<file path="src/rtl/mem_stage_if.sv">
// mem_stage_if: request/acknowledge data-memory port driven by mem_stage.
//
// Handshake: the master raises req together with addr/we/be/wdata and keeps
// all of them stable until the slave returns ack=1 for one cycle. rdata is
// valid in that ack cycle. ack outside an outstanding request is ignored.
//
// Signals:
//   req   master->slave  access request
//   we    master->slave  1 = write
//   addr  master->slave  word-aligned byte address
//   wdata master->slave  lane-replicated store data
//   be    master->slave  byte enables, little-endian lanes
//   ack   slave->master  access complete
//   rdata slave->master  read word, valid with ack
interface mem_stage_if;
  logic        req;
  logic        we;
  logic [31:0] addr;
  logic [31:0] wdata;
  logic [3:0]  be;
  logic        ack;
  logic [31:0] rdata;

  modport master (output req, we, addr, wdata, be, input ack, rdata);
  modport slave  (input req, we, addr, wdata, be, output ack, rdata);
endinterface

</file>
<file path="src/rtl/mem_stage.sv">
// mem_stage: memory-access pipeline stage.
//
// Consumes the EX/MEM bundle, performs LB/LH/LW/SB/SH/SW through the dmem
// port, produces the MEM/WB bundle and passes the branch redirect through.
// While an aligned access is pending the upstream pipeline is stalled.
//
// Ports:
//   clk_i, rst_i            clock, synchronous active-high reset
//   EXMEM_*_i               EX/MEM pipeline register bundle
//   pc_src_o, pc_branch_o   combinational branch redirect
//   stall_o                 hold upstream stages (combinational)
//   misalign_o              registered one-cycle misaligned-access pulse
//   dmem                    data-memory port (mem_stage_if.master)
//   MEMWB_*_o               registered MEM/WB bundle
//   dbg_state_o             FSM state, 0 = IDLE, 1 = ACCESS
module mem_stage (
  input  logic              clk_i,
  input  logic              rst_i,
  input  logic [31:0]       EXMEM_pc_branch_i,
  input  logic [31:0]       EXMEM_alu_i,
  input  logic              EXMEM_alu_do_branch_i,
  input  logic [31:0]       EXMEM_b_i,
  input  logic [4:0]        EXMEM_reg_write_address_i,
  input  logic              EXMEM_ctrl_branch_i,
  input  logic [1:0]        EXMEM_ctrl_mem_read_i,
  input  logic [1:0]        EXMEM_ctrl_mem_write_i,
  input  logic              EXMEM_ctrl_reg_write_i,
  input  logic              EXMEM_ctrl_mem_to_reg_i,
  output logic              pc_src_o,
  output logic [31:0]       pc_branch_o,
  output logic              stall_o,
  output logic              misalign_o,
  mem_stage_if.master       dmem,
  output logic [31:0]       MEMWB_alu_o,
  output logic [31:0]       MEMWB_mem_data_o,
  output logic [4:0]        MEMWB_reg_write_address_o,
  output logic              MEMWB_ctrl_reg_write_o,
  output logic              MEMWB_ctrl_mem_to_reg_o,
  output logic              dbg_state_o
);

  typedef enum logic {S_IDLE = 1'b0, S_ACCESS = 1'b1} state_e;

  state_e      state_q;
  logic        req_q, we_q, misalign_q;
  logic [31:0] addr_q, wdata_q;
  logic [3:0]  be_q;
  logic [31:0] mw_alu_q, mw_data_q;
  logic [4:0]  mw_rwa_q;
  logic        mw_rw_q, mw_m2r_q;

  logic        is_store, is_mem, misaligned, aligned_op;
  logic [1:0]  size;
  logic [3:0]  be_d;
  logic [31:0] wdata_d, load_data;
  logic [7:0]  byte_sel;
  logic [15:0] half_sel;

  always_comb begin
    // A store wins over a load when both fields are set.
    is_store   = |EXMEM_ctrl_mem_write_i;
    is_mem     = (|EXMEM_ctrl_mem_read_i) | is_store;
    size       = is_store ? EXMEM_ctrl_mem_write_i : EXMEM_ctrl_mem_read_i;
    misaligned = is_mem && ((size == 2'b10 && EXMEM_alu_i[0]) ||
                            (size == 2'b11 && EXMEM_alu_i[1:0] != 2'b00));
    aligned_op = is_mem && !misaligned;

    be_d    = 4'b0000;
    wdata_d = EXMEM_b_i;
    case (size)
      2'b01: begin
        be_d    = 4'b0001 << EXMEM_alu_i[1:0];
        wdata_d = {4{EXMEM_b_i[7:0]}};
      end
      2'b10: begin
        be_d    = EXMEM_alu_i[1] ? 4'b1100 : 4'b0011;
        wdata_d = {2{EXMEM_b_i[15:0]}};
      end
      2'b11:   be_d = 4'b1111;
      default: be_d = 4'b0000;
    endcase

    case (EXMEM_alu_i[1:0])
      2'b00:   byte_sel = dmem.rdata[7:0];
      2'b01:   byte_sel = dmem.rdata[15:8];
      2'b10:   byte_sel = dmem.rdata[23:16];
      default: byte_sel = dmem.rdata[31:24];
    endcase
    half_sel = EXMEM_alu_i[1] ? dmem.rdata[31:16] : dmem.rdata[15:0];

    case (EXMEM_ctrl_mem_read_i)
      2'b01:   load_data = {{24{byte_sel[7]}}, byte_sel};
      2'b10:   load_data = {{16{half_sel[15]}}, half_sel};
      2'b11:   load_data = dmem.rdata;
      default: load_data = 32'h0;
    endcase
    if (is_store) load_data = 32'h0;
  end

  // IDLE stalls only for an aligned op; ACCESS releases in the ack cycle so
  // upstream advances on the same edge that retires the access.
  assign stall_o     = (state_q == S_IDLE) ? aligned_op : !dmem.ack;
  assign pc_src_o    = EXMEM_ctrl_branch_i & EXMEM_alu_do_branch_i;
  assign pc_branch_o = EXMEM_pc_branch_i;

  always_ff @(posedge clk_i) begin
    if (rst_i) begin
      state_q    <= S_IDLE;
      req_q      <= 1'b0;
      we_q       <= 1'b0;
      addr_q     <= 32'h0;
      wdata_q    <= 32'h0;
      be_q       <= 4'b0000;
      misalign_q <= 1'b0;
      mw_alu_q   <= 32'h0;
      mw_data_q  <= 32'h0;
      mw_rwa_q   <= 5'd0;
      mw_rw_q    <= 1'b0;
      mw_m2r_q   <= 1'b0;
    end else begin
      misalign_q <= 1'b0;
      case (state_q)
        S_IDLE: begin
          if (aligned_op) begin
            req_q    <= 1'b1;
            we_q     <= is_store;
            addr_q   <= {EXMEM_alu_i[31:2], 2'b00};
            be_q     <= be_d;
            wdata_q  <= wdata_d;
            mw_rw_q  <= 1'b0;
            mw_m2r_q <= 1'b0;
            state_q  <= S_ACCESS;
          end else if (misaligned) begin
            // Dropped access: bubble into MEM/WB, no request issued.
            misalign_q <= 1'b1;
            mw_rw_q    <= 1'b0;
            mw_m2r_q   <= 1'b0;
          end else begin
            mw_alu_q  <= EXMEM_alu_i;
            mw_data_q <= 32'h0;
            mw_rwa_q  <= EXMEM_reg_write_address_i;
            mw_rw_q   <= EXMEM_ctrl_reg_write_i;
            mw_m2r_q  <= EXMEM_ctrl_mem_to_reg_i;
          end
        end
        S_ACCESS: begin
          if (dmem.ack) begin
            req_q     <= 1'b0;
            state_q   <= S_IDLE;
            mw_alu_q  <= EXMEM_alu_i;
            mw_data_q <= load_data;
            mw_rwa_q  <= EXMEM_reg_write_address_i;
            mw_rw_q   <= EXMEM_ctrl_reg_write_i;
            mw_m2r_q  <= EXMEM_ctrl_mem_to_reg_i;
          end else begin
            mw_rw_q  <= 1'b0;
            mw_m2r_q <= 1'b0;
          end
        end
      endcase
    end
  end

  assign dmem.req   = req_q;
  assign dmem.we    = we_q;
  assign dmem.addr  = addr_q;
  assign dmem.wdata = wdata_q;
  assign dmem.be    = be_q;
  assign misalign_o = misalign_q;

  assign MEMWB_alu_o               = mw_alu_q;
  assign MEMWB_mem_data_o          = mw_data_q;
  assign MEMWB_reg_write_address_o = mw_rwa_q;
  assign MEMWB_ctrl_reg_write_o    = mw_rw_q;
  assign MEMWB_ctrl_mem_to_reg_o   = mw_m2r_q;
  assign dbg_state_o               = (state_q == S_ACCESS);

endmodule

</file>
<file path="src/flat_wrapper.sv">
// flat-port wrapper written by rule: the top's interface ports become plain ports
module mem_stage_flat 
  (clk_i, rst_i, EXMEM_pc_branch_i, EXMEM_alu_i, EXMEM_alu_do_branch_i, EXMEM_b_i, EXMEM_reg_write_address_i, EXMEM_ctrl_branch_i, EXMEM_ctrl_mem_read_i, EXMEM_ctrl_mem_write_i, EXMEM_ctrl_reg_write_i, EXMEM_ctrl_mem_to_reg_i, pc_src_o, pc_branch_o, stall_o, misalign_o, MEMWB_alu_o, MEMWB_mem_data_o, MEMWB_reg_write_address_o, MEMWB_ctrl_reg_write_o, MEMWB_ctrl_mem_to_reg_o, dbg_state_o, dmem_req, dmem_we, dmem_addr, dmem_wdata, dmem_be, dmem_ack, dmem_rdata);
  mem_stage_if dmem_i ();
  input  logic clk_i;
  input  logic rst_i;
  input  logic [31:0] EXMEM_pc_branch_i;
  input  logic [31:0] EXMEM_alu_i;
  input  logic EXMEM_alu_do_branch_i;
  input  logic [31:0] EXMEM_b_i;
  input  logic [4:0] EXMEM_reg_write_address_i;
  input  logic EXMEM_ctrl_branch_i;
  input  logic [1:0] EXMEM_ctrl_mem_read_i;
  input  logic [1:0] EXMEM_ctrl_mem_write_i;
  input  logic EXMEM_ctrl_reg_write_i;
  input  logic EXMEM_ctrl_mem_to_reg_i;
  output logic pc_src_o;
  output logic [31:0] pc_branch_o;
  output logic stall_o;
  output logic misalign_o;
  output logic [31:0] MEMWB_alu_o;
  output logic [31:0] MEMWB_mem_data_o;
  output logic [4:0] MEMWB_reg_write_address_o;
  output logic MEMWB_ctrl_reg_write_o;
  output logic MEMWB_ctrl_mem_to_reg_o;
  output logic dbg_state_o;
  output wire logic [$bits(dmem_i.req)-1:0] dmem_req;
  output wire logic [$bits(dmem_i.we)-1:0] dmem_we;
  output wire logic [$bits(dmem_i.addr)-1:0] dmem_addr;
  output wire logic [$bits(dmem_i.wdata)-1:0] dmem_wdata;
  output wire logic [$bits(dmem_i.be)-1:0] dmem_be;
  input wire logic [$bits(dmem_i.ack)-1:0] dmem_ack;
  input wire logic [$bits(dmem_i.rdata)-1:0] dmem_rdata;
  assign dmem_req = dmem_i.req;
  assign dmem_we = dmem_i.we;
  assign dmem_addr = dmem_i.addr;
  assign dmem_wdata = dmem_i.wdata;
  assign dmem_be = dmem_i.be;
  assign dmem_i.ack = dmem_ack;
  assign dmem_i.rdata = dmem_rdata;
  mem_stage u_core (.clk_i(clk_i), .rst_i(rst_i), .EXMEM_pc_branch_i(EXMEM_pc_branch_i), .EXMEM_alu_i(EXMEM_alu_i), .EXMEM_alu_do_branch_i(EXMEM_alu_do_branch_i), .EXMEM_b_i(EXMEM_b_i), .EXMEM_reg_write_address_i(EXMEM_reg_write_address_i), .EXMEM_ctrl_branch_i(EXMEM_ctrl_branch_i), .EXMEM_ctrl_mem_read_i(EXMEM_ctrl_mem_read_i), .EXMEM_ctrl_mem_write_i(EXMEM_ctrl_mem_write_i), .EXMEM_ctrl_reg_write_i(EXMEM_ctrl_reg_write_i), .EXMEM_ctrl_mem_to_reg_i(EXMEM_ctrl_mem_to_reg_i), .pc_src_o(pc_src_o), .pc_branch_o(pc_branch_o), .stall_o(stall_o), .misalign_o(misalign_o), .dmem(dmem_i), .MEMWB_alu_o(MEMWB_alu_o), .MEMWB_mem_data_o(MEMWB_mem_data_o), .MEMWB_reg_write_address_o(MEMWB_reg_write_address_o), .MEMWB_ctrl_reg_write_o(MEMWB_ctrl_reg_write_o), .MEMWB_ctrl_mem_to_reg_o(MEMWB_ctrl_mem_to_reg_o), .dbg_state_o(dbg_state_o));
endmodule
</file>
<file path="config.mk">
export PLATFORM = sky130hd
export DESIGN_NAME = mem_stage_flat
export DESIGN_NICKNAME = d
export VERILOG_FILES = /design/src/rtl/mem_stage_if.sv /design/src/rtl/mem_stage.sv /design/src/flat_wrapper.sv
export SDC_FILE = /design/constraint.sdc
export NUM_CORES = 1
export LEC_CHECK = 0
export BUFFER_PORTS_ARGS = -buffer_cell sky130_fd_sc_hd__clkbuf_2
export CAP_MARGIN = 20
export CELL_PAD_IN_SITES_DETAIL_PLACEMENT = 1
export CELL_PAD_IN_SITES_GLOBAL_PLACEMENT = 1
export CORE_MARGIN = 1
export CORE_UTILIZATION = 31
export CTS_CLUSTER_DIAMETER = 100
export DETAILED_ROUTE_END_ITERATION = 7
export PLACE_DENSITY = 0.79
export SYNTH_ARGS = -nofsm -noshare
export SYNTH_HDL_FRONTEND = slang
export SYNTH_SLANG_ARGS = --single-unit
</file>
<file path="constraint.sdc">
create_clock -name clk_i -period 3.1 [get_ports clk_i]
set_input_delay 0.31 -clock clk_i [delete_from_list [all_inputs] [get_ports clk_i]]
set_output_delay 0.31 -clock clk_i [all_outputs]
set_load 0.03 [all_outputs]
</file>
* Word level (Yosys, flattened, before mapping)
Cells that the tools add are included.
Word-level totals: register bits 141, bits in latches 0, RAM bits 0, ROM bits 0, input bits 144, output and inout port bits 177, logic and storage cells 79, memories 0
Cells by class: add/subtract/negate cells 0, $mul 0, div/mod/pow operators 0, order comparisons 0, eq/ne operators 12, shifts and indexed selects 1, muxes and demuxes 36, bitwise operators 3, reductions and logical operators 15
Operators by type and width (count):
- 32-bit two-way mux | 7
- 32-bit one-hot mux with 2 select lines | 3
- 32-bit one-hot mux with 3 select lines | 1
- 8-bit one-hot mux with 3 select lines | 1
- 16-bit two-way mux | 1
- 5-bit two-way mux | 3
- 1-bit two-way mux | 12
- 4-bit one-hot mux with 3 select lines | 1
- 2-bit == test (second input constant) | 5
- 5-bit one-hot mux with 2 select lines | 1
- 1-bit one-hot mux with 2 select lines | 4
- 2-bit by 1-bit == test with 1-bit output (second input constant) | 3
- 2-bit inequality test (second input constant) | 3
- 1-bit logical AND | 4
- 4-bit two-way mux | 1
- 2-bit AND reduction | 2
- 2-bit OR reduction | 2
- 1-bit by 2-bit << shifter with 4-bit output (first input constant) | 1
- 3-bit AND reduction | 1
- 3-bit OR reduction | 1
- 1-bit logical NOT | 2
- 2-bit logical NOT | 1
- 2-bit two-way mux | 1
- 2-bit by 1-bit inequality test with 1-bit output (second input constant) | 1
- other kinds (5) | 5

* Depth between registers and ports, before layout
Gate-level depths: netlist (run 1).
depth in word-level cells 10, mapped depth 12, gate-level depth less buffers 8

* Least setup slack after synthesis (run 1)
OpenSTA, ideal clock, no wires.
path type input to output, start point in EXMEM_ctrl_mem_read_i[0], end point out stall_o, arrival 2420 ps, required time 2790 ps, path slack 370 ps, stages on the path 9, path buffers 3, cell sequence buf_2 -> buf_1 -> buf_1 -> a21oi_1 -> inv_1 -> ha_1 -> o21ai_0 -> nand4_2 -> o21ai_0
Between the ends: word-level cells in the longest chain between the ends 8, elaborated cells on any way between the ends 12, classes of those cells eq/ne (2); mux (2); bitwise (1); reduce/logical (7)
RTL lines:
- start, declared | RTL line flat_wrapper.sv:13 | input logic [1:0] EXMEM_ctrl_mem_read_i;
- 2-bit two-way mux | RTL line mem_stage.sv:63 | size = is_store ? EXMEM_ctrl_mem_write_i : EXMEM_ctrl_mem_read_i;
- 2-bit == test, on equally long branches | RTL line mem_stage.sv:64, mem_stage.sv:65
- 1-bit logical AND, on equally long branches | RTL line mem_stage.sv:64, mem_stage.sv:65
- 1-bit logical OR | RTL line mem_stage.sv:64 | misaligned = is_mem && ((size == 2'b10 && EXMEM_alu_i[0]) ||
- 1-bit logical AND | RTL line mem_stage.sv:64
- 1-bit logical NOT | RTL line mem_stage.sv:66 | aligned_op = is_mem && !misaligned;
- 1-bit logical AND (*) | RTL line mem_stage.sv:66
- 1-bit two-way mux (*) | RTL line mem_stage.sv:102 | assign stall_o = (state_q == S_IDLE) ? aligned_op : !dmem.ack;
- end, declared | RTL line flat_wrapper.sv:19 | output logic stall_o;
Mark *: on every way between the ends. The rest lies on a longest branch, timed or not.

* Final worst setup path (run 1)
start point in EXMEM_ctrl_mem_write_i[1], end point out stall_o
Between the ends: word-level cells in the longest chain between the ends 9, elaborated cells on any way between the ends 12, classes of those cells eq/ne (2); mux (2); bitwise (1); reduce/logical (7)
RTL lines:
- start, declared | RTL line flat_wrapper.sv:14 | input logic [1:0] EXMEM_ctrl_mem_write_i;
- 2-bit OR reduction | RTL line mem_stage.sv:61 | is_store = |EXMEM_ctrl_mem_write_i;
- 2-bit two-way mux | RTL line mem_stage.sv:63
- 2-bit == test, on equally long branches | RTL line mem_stage.sv:64, mem_stage.sv:65
- 1-bit logical AND, on equally long branches | RTL line mem_stage.sv:64, mem_stage.sv:65
- 1-bit logical OR | RTL line mem_stage.sv:64
- 1-bit logical AND | RTL line mem_stage.sv:64
- 1-bit logical NOT | RTL line mem_stage.sv:66
- 1-bit logical AND (*) | RTL line mem_stage.sv:66
- 1-bit two-way mux (*) | RTL line mem_stage.sv:102
Marks and branches as above.

==> flow_results.xml, run 1 <==
<?xml version="1.0" encoding="UTF-8"?>
<metrics>
  <group name="synth">
    <metric name="synthArstFlopShare" unit="">0</metric>
    <metric name="post_synthesis_register_bit_count" unit="">141</metric>
    <metric name="synth.yosys.seq_area_share" unit="">0.465</metric>
    <metric name="avgSynthCellArea" unit="um2">8.33</metric>
    <metric name="netlist_area" unit="um2">6070</metric>
    <metric name="netlist_instances" unit="">728</metric>
    <metric name="synth-main-ff-cell" unit="">sky130_fd_sc_hd__dfxtp_1</metric>
    <metric name="yosys.cell_types.count" unit="">51</metric>
    <metric name="synth_edf_count" unit="">0</metric>
    <metric name="synth_warnings" unit="">0</metric>
  </group>
  <group name="floorplan">
    <metric name="num_io_pins" unit="">321</metric>
    <metric name="die_area" unit="um2">20100</metric>
    <metric name="die-width" unit="um">142</metric>
    <metric name="die_h" unit="um">142</metric>
    <metric name="placementRows" unit="">50</metric>
    <metric name="initial_utilization" unit="">0.320</metric>
    <metric name="core-area" unit="um2">19000</metric>
  </group>
  <group name="cells_and_area">
    <metric name="design.final.nets" unit="">1076</metric>
    <metric name="areaGrowthSynthToFinish" unit="%">29.3</metric>
    <metric name="fillCellCount" unit="">2370</metric>
    <metric name="final_common_cell" unit="">sky130_fd_sc_hd__clkbuf_2</metric>
    <metric name="layout-drive-gt1-share" unit="">0.336</metric>
    <metric name="layout.cells.most_common_list" unit="">253 x sky130_fd_sc_hd__clkbuf_2, 188 x sky130_fd_sc_hd__nand2_1, 141 x sky130_fd_sc_hd__dfxtp_1</metric>
    <metric name="n_antenna_cell" unit="">0</metric>
    <metric name="post-route-util" unit="">0.414</metric>
  </group>
  <group name="power">
    <metric name="static-leakage-power" unit="nW">3.70</metric>
    <metric name="peakVddDrop" unit="uV">361</metric>
    <metric name="pwr_density_cell" unit="nW/um2">639</metric>
    <metric name="report.power.total" unit="mW">5.02</metric>
  </group>
  <group name="critical_path">
    <metric name="category_of_the_worst_setup_path_capture_point" unit="">output pin</metric>
    <metric name="crit_path_max_fanout" unit="">19</metric>
    <metric name="reg2reg_setup_slack" unit="ns">1.28</metric>
    <metric name="worst_r2r_endpoint" unit="">u_core.dmem.wdata[10]$_SDFFE_PP0P_</metric>
    <metric name="cp_data_arrival_time" unit="ns">2.35</metric>
    <metric name="worstRegToRegCells" unit="">5</metric>
    <metric name="critical_path_required" unit="ns">2.79</metric>
    <metric name="path_class" unit="">in -&gt; out</metric>
    <metric name="start_kind" unit="">input pin</metric>
    <metric name="r2r-start" unit="">u_core.dbg_state_o$_SDFF_PP0_</metric>
  </group>
  <group name="global_route">
    <metric name="first_global_vias" unit="">5954</metric>
    <metric name="grt_overflow_total" unit="">0</metric>
    <metric name="antenna_violations_before_repair" unit="">0</metric>
    <metric name="first_pass_grt_wire_length" unit="um">31300</metric>
    <metric name="maximum_number_of_pins_on_one_net_before_global_route_repair" unit="">82</metric>
    <metric name="groute.usage.overall" unit="">0.201</metric>
  </group>
  <group name="cts">
    <metric name="clkSlewWorstSetupHoldPaths" unit="ns">0.07</metric>
    <metric name="postCtsSetupRepairBufs" unit="">0</metric>
    <metric name="post_cts_hold_buffer_count" unit="">0</metric>
    <metric name="latest_clock_arrival_within_the_worst_skew_pair" unit="ns">0.43</metric>
    <metric name="clock_tree.buffer_depth" unit="">2</metric>
    <metric name="cts-buffers-inserted" unit="">17</metric>
    <metric name="clock_sinks" unit="">141</metric>
    <metric name="cts-root-buf" unit="">sky130_fd_sc_hd__clkbuf_16</metric>
    <metric name="cts_max_level" unit="">4</metric>
    <metric name="cts_tree" unit="">done</metric>
    <metric name="cts_repair_resize_count" unit="">0</metric>
  </group>
  <group name="detailed_routing">
    <metric name="drt-initial-drc-count" unit="">187</metric>
    <metric name="dr_total_vias" unit="">5855</metric>
    <metric name="routed_via_count_divided_by_cell_count" unit="">4.88</metric>
    <metric name="route.final.wire_length" unit="um">20200</metric>
    <metric name="drt-pass1-iter-count" unit="">4</metric>
    <metric name="wire_per_inst" unit="um">16.8</metric>
    <metric name="ant_nets" unit="">0</metric>
    <metric name="route.detailed.drc" unit="">0</metric>
  </group>
  <group name="timing">
    <metric name="finalMaxSlewViolations" unit="">0</metric>
    <metric name="final_min_period_over_clock_period" unit="">0.859</metric>
    <metric name="setup_total_negative_slack" unit="ns">0</metric>
    <metric name="clock.fmax" unit="MHz">376</metric>
    <metric name="hold_viol_final" unit="">0</metric>
    <metric name="relSlewSlack" unit="">0.397</metric>
    <metric name="worst_pin_slew" unit="ns">0.904</metric>
    <metric name="timing.final.setup_violations" unit="">0</metric>
    <metric name="clock_skew" unit="ns">0.00974</metric>
    <metric name="layout_min_cycle_time" unit="ns">2.66</metric>
    <metric name="setup_repair_after_global_routing_missed_its_margin" unit="">false</metric>
  </group>
  <group name="job">
    <metric name="maxCapViolCount" unit="">0</metric>
  </group>
  <group name="status">
    <metric name="status" unit="">finished, final reports clean</metric>
  </group>
  <group name="worst_hold_path">
    <metric name="hp-class" unit="">in -&gt; reg</metric>
    <metric name="min_delay_path_depth" unit="">3</metric>
    <metric name="hold-path-endpoint" unit="">u_core.MEMWB_reg_write_address_o[0]$_SDFFE_PP0P_</metric>
    <metric name="min_from" unit="">EXMEM_reg_write_address_i[0]</metric>
  </group>
  <group name="placement">
    <metric name="dp.final_hpwl" unit="um">14800</metric>
    <metric name="globalplace.congestion" unit="">0.801</metric>
    <metric name="placement.io_buffers" unit="">254</metric>
  </group>
</metrics>
==> power by group <==
part	leakage (nW)	internal [mW]	switching [mW]
Sequential	1.15	1.93	0.0660
Clock	0.286	1.14	0.895
Combinational	2.26	0.298	0.688
Total	3.70	3.37	1.65
==> worst max-delay path by stage <==
| stage | from | end | slack [ns] | cells past startpoint |
|---|---|---|---|---|
| after global routing | EXMEM_ctrl_mem_write_i[1] | stall_o | 0.17 | 10 |
| final | EXMEM_ctrl_mem_write_i[1] | stall_o | 0.44 | 10 |
| after global placement | EXMEM_ctrl_mem_read_i[1] | stall_o | 0.58 | 10 |
| after floorplan | EXMEM_ctrl_mem_read_i[0] | stall_o | 0.37 | 9 |
| after detailed placement | EXMEM_ctrl_mem_write_i[1] | stall_o | 0.41 | 10 |
| after CTS | EXMEM_ctrl_mem_write_i[1] | stall_o | 0.41 | 10 |
==> kinds of logic (layout without fill, tap and decap cells) <==
logic type | count (synthesis) | after routing | share of synthesized area
mux | 9 | 9 | 0.0171
other cells | 1 | 2 | 0.000618
buf+inv | 114 | 326 | 0.108
fa+ha+maj | 4 | 4 | 0.00825
compound gates | 229 | 229 | 0.238
simple gates | 230 | 230 | 0.163
flops | 141 | 141 | 0.465
==> sequential cells by signal, summed over array words and instances, names as in the netlist <==
name / flops
u_core.MEMWB_ctrl_mem_to_reg_o: 1
u_core.dmem.be: 4
u_core.dmem.we: 1
u_core.dbg_state_o: 1
u_core.dmem.wdata: 32
u_core.MEMWB_ctrl_reg_write_o: 1
u_core.MEMWB_alu_o: 32
u_core.dmem.addr: 30
u_core.MEMWB_mem_data_o: 32
u_core.MEMWB_reg_write_address_o: 5
u_core.dmem.req: 1
u_core.misalign_o: 1
==> worst max-delay path: stages <==
cell                       delay (ns)
sky130_fd_sc_hd__clkbuf_2        0.13
sky130_fd_sc_hd__inv_1           0.06
sky130_fd_sc_hd__a21oi_1         0.26
sky130_fd_sc_hd__inv_1           0.11
sky130_fd_sc_hd__ha_1            0.27
sky130_fd_sc_hd__o21ai_0         0.18
sky130_fd_sc_hd__buf_4           0.17
sky130_fd_sc_hd__nand4_4         0.31
sky130_fd_sc_hd__o21ai_0         0.28
sky130_fd_sc_hd__clkbuf_2        0.28
==> per-layer routing <==
layer / GRT usage / wire length [um] / up-vias
met4: 0.0640 / 326 / 0
met3: 0.0746 / 1570 / 27
met2: 0.351 / 9800 / 184
li1: - / - / 2861
met5: 0 / 0 / -
met1: 0.227 / 8530 / 2783
==> final cells by class <==
| type | count | area [um2] | share of cell area |
|---|---|---|---|
| sequential | 141 | 2820 | 0.360 |
| timing repair buffer | 269 | 1410 | 0.180 |
| clock buffer | 17 | 425 | 0.0542 |
| tap | 260 | 325 | 0.0415 |
| inverter | 25 | 93.8 | 0.0120 |
| clock inverter | 15 | 151 | 0.0193 |
| multi-input combinational | 474 | 2620 | 0.333 |
==> cell usage after synthesis (8+ instances only) <==
library cell	count	area (um2)
sky130_fd_sc_hd__o2bb2ai_1	15	131
sky130_fd_sc_hd__inv_1	25	93.8
sky130_fd_sc_hd__o21ai_0	11	55.1
sky130_fd_sc_hd__a211o_1	17	149
sky130_fd_sc_hd__a22oi_1	8	60.1
sky130_fd_sc_hd__buf_2	17	85.1
sky130_fd_sc_hd__o22ai_1	8	50.1
sky130_fd_sc_hd__a31oi_1	8	50.1
sky130_fd_sc_hd__dfxtp_1	141	2820
sky130_fd_sc_hd__buf_4	34	255
sky130_fd_sc_hd__a21oi_1	122	611
sky130_fd_sc_hd__o211ai_1	18	135
sky130_fd_sc_hd__clkbuf_1	26	97.6
sky130_fd_sc_hd__nand2_1	188	706
sky130_fd_sc_hd__nor2b_1	9	56.3
==> through the flow <==
step | setup slack, ns | hold WS (ns) | std cells | cell area (um2)
2_1_floorplan | 0.370 | 0.446 | 729 | 6070
3_3_place_gp | 0.581 | 0.435 | 1169 | 7270
3_5_place_dp | 0.415 | 0.444 | 1169 | 7270
4_1_cts | 0.408 | 0.0940 | 1201 | 7850
5_1_grt | 0.168 | 0.0917 | 1201 | 7850
6_report | 0.439 | 0.110 | 1201 | 7850
Note: power is estimated with default switching activity, not from simulation.
==> run 2, diff against run 1 <==
- ABC_AREA: not set -> 1
- PLACE_DENSITY: 0.79 -> 0.8
==> flow_results.xml, run 2 <==
<?xml version="1.0" encoding="UTF-8"?>
<metrics>
  <group name="timing">
    <metric name="worst_pin_slew" unit="ns">0.797</metric>
    <metric name="final_min_period_over_clock_period" unit="">0.892</metric>
    <metric name="layout_min_cycle_time" unit="ns">2.77</metric>
    <metric name="clock.fmax" unit="MHz">361</metric>
    <metric name="clock_skew" unit="ns">0.00637</metric>
    <metric name="relSlewSlack" unit="">0.469</metric>
    <metric name="hold_viol_final" unit="">0</metric>
    <metric name="timing.final.setup_violations" unit="">0</metric>
    <metric name="setup_total_negative_slack" unit="ns">0</metric>
    <metric name="finalMaxSlewViolations" unit="">0</metric>
    <metric name="setup_repair_after_global_routing_missed_its_margin" unit="">false</metric>
  </group>
  <group name="job">
    <metric name="maxCapViolCount" unit="">0</metric>
  </group>
  <group name="floorplan">
    <metric name="num_io_pins" unit="">321</metric>
    <metric name="core-area" unit="um2">21100</metric>
    <metric name="die-width" unit="um">149</metric>
    <metric name="placementRows" unit="">53</metric>
    <metric name="initial_utilization" unit="">0.318</metric>
    <metric name="die_h" unit="um">149</metric>
    <metric name="die_area" unit="um2">22200</metric>
  </group>
  <group name="global_route">
    <metric name="groute.usage.overall" unit="">0.205</metric>
    <metric name="maximum_number_of_pins_on_one_net_before_global_route_repair" unit="">79</metric>
    <metric name="antenna_violations_before_repair" unit="">0</metric>
    <metric name="grt_overflow_total" unit="">0</metric>
    <metric name="first_global_vias" unit="">6784</metric>
    <metric name="first_pass_grt_wire_length" unit="um">35800</metric>
  </group>
  <group name="cts">
    <metric name="cts-buffers-inserted" unit="">17</metric>
    <metric name="postCtsSetupRepairBufs" unit="">0</metric>
    <metric name="cts_repair_resize_count" unit="">0</metric>
    <metric name="clock_sinks" unit="">141</metric>
    <metric name="latest_clock_arrival_within_the_worst_skew_pair" unit="ns">0.42</metric>
    <metric name="clkSlewWorstSetupHoldPaths" unit="ns">0.06</metric>
    <metric name="clock_tree.buffer_depth" unit="">2</metric>
    <metric name="cts_tree" unit="">done</metric>
    <metric name="cts_max_level" unit="">4</metric>
    <metric name="cts-root-buf" unit="">sky130_fd_sc_hd__clkbuf_16</metric>
    <metric name="post_cts_hold_buffer_count" unit="">0</metric>
  </group>
  <group name="critical_path">
    <metric name="path_class" unit="">in -&gt; out</metric>
    <metric name="cp_data_arrival_time" unit="ns">2.46</metric>
    <metric name="critical_path_required" unit="ns">2.79</metric>
    <metric name="start_kind" unit="">input pin</metric>
    <metric name="crit_path_max_fanout" unit="">45</metric>
    <metric name="category_of_the_worst_setup_path_capture_point" unit="">output pin</metric>
  </group>
  <group name="synth">
    <metric name="synthArstFlopShare" unit="">0</metric>
    <metric name="ranking_of_synthesized_cells_by_instance_count" unit="">271 x sky130_fd_sc_hd__nand2_1, 189 x sky130_fd_sc_hd__nor2_1, 141 x sky130_fd_sc_hd__dfxtp_1</metric>
    <metric name="synthTopCellsByArea" unit="">sky130_fd_sc_hd__dfxtp_1 42%, sky130_fd_sc_hd__nand2_1 15%, sky130_fd_sc_hd__nor2_1 11%</metric>
    <metric name="synth_warnings" unit="">0</metric>
    <metric name="netlist_area" unit="um2">6700</metric>
    <metric name="avgSynthCellArea" unit="um2">6.72</metric>
    <metric name="synth-main-ff-cell" unit="">sky130_fd_sc_hd__dfxtp_1</metric>
    <metric name="synth_largest_area_cell" unit="">sky130_fd_sc_hd__dfxtp_1</metric>
    <metric name="post_synthesis_register_bit_count" unit="">141</metric>
    <metric name="synth.yosys.seq_area_share" unit="">0.421</metric>
    <metric name="yosys.cell_types.count" unit="">27</metric>
    <metric name="synth_top_area_frac" unit="">0.421</metric>
    <metric name="synth_most_common_cell" unit="">sky130_fd_sc_hd__nand2_1</metric>
    <metric name="netlist_instances" unit="">997</metric>
    <metric name="synth_edf_count" unit="">0</metric>
  </group>
  <group name="placement">
    <metric name="dp.final_hpwl" unit="um">16800</metric>
    <metric name="globalplace.congestion" unit="">0.853</metric>
    <metric name="placement.io_buffers" unit="">254</metric>
  </group>
  <group name="detailed_routing">
    <metric name="ant_nets" unit="">0</metric>
    <metric name="drt-initial-drc-count" unit="">241</metric>
    <metric name="route.detailed.drc" unit="">0</metric>
    <metric name="routed_via_count_divided_by_cell_count" unit="">4.75</metric>
    <metric name="drt-pass1-iter-count" unit="">4</metric>
    <metric name="dr_total_vias" unit="">6996</metric>
    <metric name="route.final.wire_length" unit="um">23000</metric>
    <metric name="wire_per_inst" unit="um">15.6</metric>
  </group>
  <group name="cells_and_area">
    <metric name="design.final.nets" unit="">1333</metric>
    <metric name="post-route-util" unit="">0.400</metric>
    <metric name="n_antenna_cell" unit="">0</metric>
    <metric name="areaGrowthSynthToFinish" unit="%">25.8</metric>
    <metric name="layout-drive-gt1-share" unit="">0.281</metric>
    <metric name="final_common_cell" unit="">sky130_fd_sc_hd__nand2_1</metric>
    <metric name="layout.cells.most_common_list" unit="">271 x sky130_fd_sc_hd__nand2_1, 254 x sky130_fd_sc_hd__clkbuf_2, 188 x sky130_fd_sc_hd__nor2_1</metric>
  </group>
  <group name="power">
    <metric name="pwr_density_cell" unit="nW/um2">641</metric>
    <metric name="static-leakage-power" unit="nW">4.22</metric>
    <metric name="peakVddDrop" unit="uV">282</metric>
  </group>
  <group name="worst_hold_path">
    <metric name="hp-class" unit="">in -&gt; reg</metric>
  </group>
  <group name="status">
    <metric name="status" unit="">finished, final reports clean</metric>
  </group>
</metrics>
run 2: cell types whose count changed in the layout (fill, tap and decap cells not counted), moves of 17 or more:
cell | before | now
sky130_fd_sc_hd__a21oi_1 | 121 | 90
sky130_fd_sc_hd__nor2_1 | 6 | 188
sky130_fd_sc_hd__o211ai_1 | 18 | 0
sky130_fd_sc_hd__nand2_1 | 188 | 271
sky130_fd_sc_hd__nand3_1 | 2 | 25
sky130_fd_sc_hd__o21ai_0 | 11 | 82
sky130_fd_sc_hd__a211o_1 | 17 | 0
run 2: critical path: stages:
cell and delay (ns):
sky130_fd_sc_hd__clkbuf_2 0.16, sky130_fd_sc_hd__a21oi_1 0.33, sky130_fd_sc_hd__ha_2 0.46, sky130_fd_sc_hd__nand2_1 0.09, sky130_fd_sc_hd__nand2_1 0.07, sky130_fd_sc_hd__nand2_1 0.10
sky130_fd_sc_hd__nand3_4 0.09, sky130_fd_sc_hd__buf_4 0.42, sky130_fd_sc_hd__nand2_1 0.18, sky130_fd_sc_hd__clkbuf_2 0.22
run 2: logic make-up (layout without fill, tap and decap cells):
| family | after synthesis | after routing | share of synthesized area |
|---|---|---|---|
| AND/OR/NAND/NOR | 507 | 507 | 0.299 |
| flip-flops | 141 | 141 | 0.421 |
| buffers and inverters | 148 | 348 | 0.119 |
| AO/OA/AOI/OAI | 196 | 196 | 0.153 |
| other | 1 | 2 | 0.000559 |
| adder cells (fa/ha/maj) | 4 | 4 | 0.00747 |
run 2: per-stage QoR:
step | setup WS, ns | hold slack (ns) | std cells | power, mW | area [um2]
4_1_cts | 0.172 | 0.0900 | 1472 | 5.47 | 8410
3_5_place_dp | 0.160 | 0.458 | 1440 | 3.40 | 7830
2_1_floorplan | 1.11 | 0.432 | 998 | 3.06 | 6710
6_report | 0.333 | 0.112 | 1473 | 5.41 | 8430
3_3_place_gp | 0.244 | 0.452 | 1440 | 3.37 | 7830
5_1_grt | 0.0798 | 0.103 | 1473 | 5.68 | 8430
run 2: final cells by class:
cell class	count	area, um2
Multi-Input combinational cell	709	3100
Clock inverter	14	151
Inverter	49	184
Sequential cell	141	2820
Timing Repair Buffer	267	1410
Fill cell	2783	12700
Tap cell	275	344
Clock buffer	18	429
run 2: worst paths after layout:
check                               startpoint                                  endpoint  slack [ns]  depth (start not counted)
max                   EXMEM_ctrl_mem_read_i[0]                                   stall_o        0.33                         10
min                     EXMEM_ctrl_reg_write_i  u_core.MEMWB_ctrl_reg_write_o$_SDFF_PP0_        0.11                          3
max reg2reg      u_core.dbg_state_o$_SDFF_PP0_  u_core.MEMWB_mem_data_o[13]$_SDFFE_PP0P_        0.96                          7
min reg2reg  u_core.dmem.wdata[6]$_SDFFE_PP0P_         u_core.dmem.wdata[6]$_SDFFE_PP0P_        0.47                          2
run 2: where the power goes:
group / internal (mW) / switching [mW] / leakage, nW
logic: 0.368 / 0.921 / 2.78
clock network: 1.14 / 0.914 / 0.273
registers: 1.98 / 0.0872 / 1.16
run 2: per-layer routing:
metal	vias to the layer above	wire, um	GRT usage
li1	3481	-	-
met5	-	0	0
met1	3259	10400	0.256
met2	221	10700	0.341
met4	0	514	0.0750
met3	35	1400	0.0498
==> run 3, diff against run 2 <==
--- a/config.mk
+++ b/config.mk
@@ -16,3 +16,3 @@
 export DETAILED_ROUTE_END_ITERATION = 7
-export PLACE_DENSITY = 0.8
+export PLACE_DENSITY = 0.84
 export SYNTH_ARGS = -nofsm -noshare
==> constraint.sdc (replaced) <==
create_clock -name clk_i -period 3.1 [get_ports clk_i]
set_input_delay 0.775 -clock clk_i [delete_from_list [all_inputs] [get_ports clk_i]]
set_output_delay 0.775 -clock clk_i [all_outputs]
set_load 0.03 [all_outputs]
==> flow_results.xml, run 3 (synthesized netlist as in run 2, its figures left out) <==
<?xml version="1.0" encoding="UTF-8"?>
<metrics>
  <group name="critical_path">
    <metric name="critPathMaxStageDelay" unit="ns">0.23</metric>
    <metric name="cp_data_arrival_time" unit="ns">2.13</metric>
    <metric name="crit_chain" unit="">clkbuf_2 -&gt; a21oi_2 -&gt; inv_1 -&gt; ha_1 -&gt; inv_1 -&gt; nand2_1 -&gt; nand2_1 -&gt; nand3_4 -&gt; nand2_1 -&gt; clkbuf_2</metric>
    <metric name="worst_r2r_endpoint" unit="">u_core.dmem.addr[22]$_SDFFE_PP0P_</metric>
    <metric name="reg2reg_setup_slack" unit="ns">1.44</metric>
    <metric name="start_kind" unit="">input pin</metric>
    <metric name="crit_path_start" unit="">EXMEM_ctrl_mem_read_i[1]</metric>
    <metric name="worstRegToRegCells" unit="">6</metric>
    <metric name="slowest_stage" unit="">sky130_fd_sc_hd__ha_1</metric>
    <metric name="category_of_the_worst_setup_path_capture_point" unit="">output pin</metric>
    <metric name="critical_path_required" unit="ns">2.32</metric>
    <metric name="r2r-start" unit="">u_core.dbg_state_o$_SDFF_PP0_</metric>
    <metric name="path_class" unit="">in -&gt; out</metric>
    <metric name="critPathMostFrequentCell" unit="">sky130_fd_sc_hd__nand2_1</metric>
    <metric name="crit_path_max_fanout" unit="">6</metric>
  </group>
  <group name="cells_and_area">
    <metric name="register_area" unit="um2">2820</metric>
    <metric name="fillCellCount" unit="">2815</metric>
    <metric name="final_area" unit="um2">8470</metric>
    <metric name="layout.cells.most_common_list" unit="">271 x sky130_fd_sc_hd__nand2_1, 254 x sky130_fd_sc_hd__clkbuf_2, 188 x sky130_fd_sc_hd__nor2_1</metric>
    <metric name="areaGrowthSynthToFinish" unit="%">26.3</metric>
    <metric name="layout-drive-gt1-share" unit="">0.286</metric>
    <metric name="n_antenna_cell" unit="">0</metric>
    <metric name="final_common_cell" unit="">sky130_fd_sc_hd__nand2_1</metric>
    <metric name="multiInputGateArea" unit="um2">3100</metric>
    <metric name="design.final.nets" unit="">1340</metric>
  </group>
  <group name="cts">
    <metric name="clock_sinks" unit="">141</metric>
    <metric name="cts-buffers-inserted" unit="">17</metric>
    <metric name="cts_tree" unit="">done</metric>
    <metric name="postCtsSetupRepairBufs" unit="">0</metric>
    <metric name="clkSlewWorstSetupHoldPaths" unit="ns">0.06</metric>
    <metric name="latest_clock_arrival_within_the_worst_skew_pair" unit="ns">0.42</metric>
    <metric name="cts-root-buf" unit="">sky130_fd_sc_hd__clkbuf_16</metric>
    <metric name="clock_tree.buffer_depth" unit="">2</metric>
    <metric name="cts_max_level" unit="">4</metric>
  </group>
  <group name="timing">
    <metric name="worst_pin_slew" unit="ns">0.801</metric>
    <metric name="relSlewSlack" unit="">0.466</metric>
    <metric name="setup_repair_after_global_routing_missed_its_margin" unit="">false</metric>
    <metric name="clock_skew" unit="ns">0.00711</metric>
    <metric name="hold_viol_final" unit="">0</metric>
    <metric name="setup_total_negative_slack" unit="ns">0</metric>
    <metric name="timing.final.setup_violations" unit="">0</metric>
    <metric name="finalMaxSlewViolations" unit="">0</metric>
    <metric name="final_min_period_over_clock_period" unit="">0.936</metric>
    <metric name="layout_min_cycle_time" unit="ns">2.90</metric>
    <metric name="clock.fmax" unit="MHz">345</metric>
  </group>
  <group name="detailed_routing">
    <metric name="dr_total_vias" unit="">6988</metric>
    <metric name="routed_via_count_divided_by_cell_count" unit="">4.72</metric>
    <metric name="drt-pass1-iter-count" unit="">4</metric>
    <metric name="wire_per_inst" unit="um">15.7</metric>
    <metric name="route.final.wire_length" unit="um">23300</metric>
    <metric name="ant_nets" unit="">0</metric>
    <metric name="route.detailed.drc" unit="">0</metric>
    <metric name="drt-initial-drc-count" unit="">242</metric>
  </group>
  <group name="global_route">
    <metric name="first_pass_grt_wire_length" unit="um">36300</metric>
    <metric name="first_global_vias" unit="">6778</metric>
    <metric name="grt_overflow_total" unit="">0</metric>
    <metric name="maximum_number_of_pins_on_one_net_before_global_route_repair" unit="">64</metric>
    <metric name="groute.usage.overall" unit="">0.211</metric>
    <metric name="antenna_violations_before_repair" unit="">0</metric>
  </group>
  <group name="worst_hold_path">
    <metric name="hold-path-endpoint" unit="">u_core.MEMWB_mem_data_o[30]$_SDFFE_PP0P_</metric>
    <metric name="hp-class" unit="">reg -&gt; reg</metric>
    <metric name="min_from" unit="">u_core.MEMWB_mem_data_o[30]$_SDFFE_PP0P_</metric>
    <metric name="min_delay_path_depth" unit="">2</metric>
  </group>
  <group name="power">
    <metric name="pwr_density_cell" unit="nW/um2">637</metric>
    <metric name="static-leakage-power" unit="nW">4.24</metric>
    <metric name="peakVddDrop" unit="uV">321</metric>
  </group>
  <group name="floorplan">
    <metric name="placementRows" unit="">53</metric>
    <metric name="core-area" unit="um2">21100</metric>
    <metric name="initial_utilization" unit="">0.318</metric>
    <metric name="num_io_pins" unit="">321</metric>
    <metric name="die-width" unit="um">149</metric>
    <metric name="die_h" unit="um">149</metric>
    <metric name="die_area" unit="um2">22200</metric>
  </group>
  <group name="placement">
    <metric name="placement.io_buffers" unit="">254</metric>
    <metric name="dpl_cell_area" unit="um2">7880</metric>
    <metric name="dp.final_hpwl" unit="um">17200</metric>
    <metric name="globalplace.congestion" unit="">0.859</metric>
  </group>
  <group name="job">
    <metric name="maxCapViolCount" unit="">0</metric>
  </group>
  <group name="status">
    <metric name="status" unit="">finished, final reports clean</metric>
  </group>
</metrics>
-- run 3: cell count changes in the layout (fill, tap and decap cells not counted) --
cell and delta:
sky130_fd_sc_hd__inv_6 +2, sky130_fd_sc_hd__clkinv_8 +1, sky130_fd_sc_hd__buf_12 -2, sky130_fd_sc_hd__a21oi_2 +2
sky130_fd_sc_hd__buf_4 +9, sky130_fd_sc_hd__ha_1 +1, sky130_fd_sc_hd__inv_8 -3, sky130_fd_sc_hd__a21oi_1 -2
sky130_fd_sc_hd__ha_2 -1
-- run 3: where the power goes --
group / total (mW) / switching (mW) / leakage, nW / internal (mW)
clock network: 2.04 / 0.905 / 0.271 / 1.14
registers: 2.06 / 0.0873 / 1.16 / 1.98
logic: 1.29 / 0.925 / 2.81 / 0.369
-- run 3: cell type report --
class | instances | share of cell area
multi-input cells | 709 | 0.366
flip-flops and latches | 141 | 0.333
repair buffers | 274 | 0.169
clock buffers | 18 | 0.0507
well taps | 275 | 0.0406
inverters | 49 | 0.0217
clock inverters | 14 | 0.0179
-- run 3: stage by stage --
step           hold WS (ns)  utilization  setup slack [ns]  cells  total power [mW]
6_report              0.466        0.402             0.200   1480              5.40
5_1_grt               0.486        0.402            0.0763   1480              5.68
4_1_cts               0.467        0.401            0.0986   1480              5.46
3_5_place_dp          0.458        0.374             0.103   1448              3.40
3_3_place_gp          0.451        0.374             0.173   1448              3.37
2_1_floorplan         0.589            -             0.181    998              3.06
-- run 3: critical path: cells and delay by family --
family | cells | cell delay [ns]
adder cells (fa/ha/maj) | 1 | 0.23
AND/OR/NAND/NOR | 4 | 0.38
buffers and inverters | 4 | 0.51
AO/OA/AOI/OAI | 1 | 0.21
-- run 3: repair_timing --
item	in CTS	in global routing
resized for setup	0	2
hold buffers	0	0
setup endpoints to repair	0	1
-- run 3: worst max path at each step --
| stage | slack, ns | depth (start not counted) | endpoint |
|---|---|---|---|
| 2_1_floorplan | 0.18 | 10 | stall_o |
| 3_3_place_gp | 0.17 | 10 | stall_o |
| 3_5_place_dp | 0.10 | 11 | stall_o |
| 4_1_cts | 0.1 | 11 | stall_o |
| 5_1_grt | 0.08 | 11 | stall_o |
| 6_report | 0.20 | 10 | stall_o |
-- run 3: metal layers --
| metal | track usage | routed length, um | up-vias |
|---|---|---|---|
| met2 | 0.346 | 10800 | 215 |
| met4 | 0.0867 | 578 | 0 |
| met5 | 0 | 0 | - |
| met1 | 0.264 | 10500 | 3240 |
| met3 | 0.0508 | 1480 | 34 |
| li1 | - | - | 3499 |
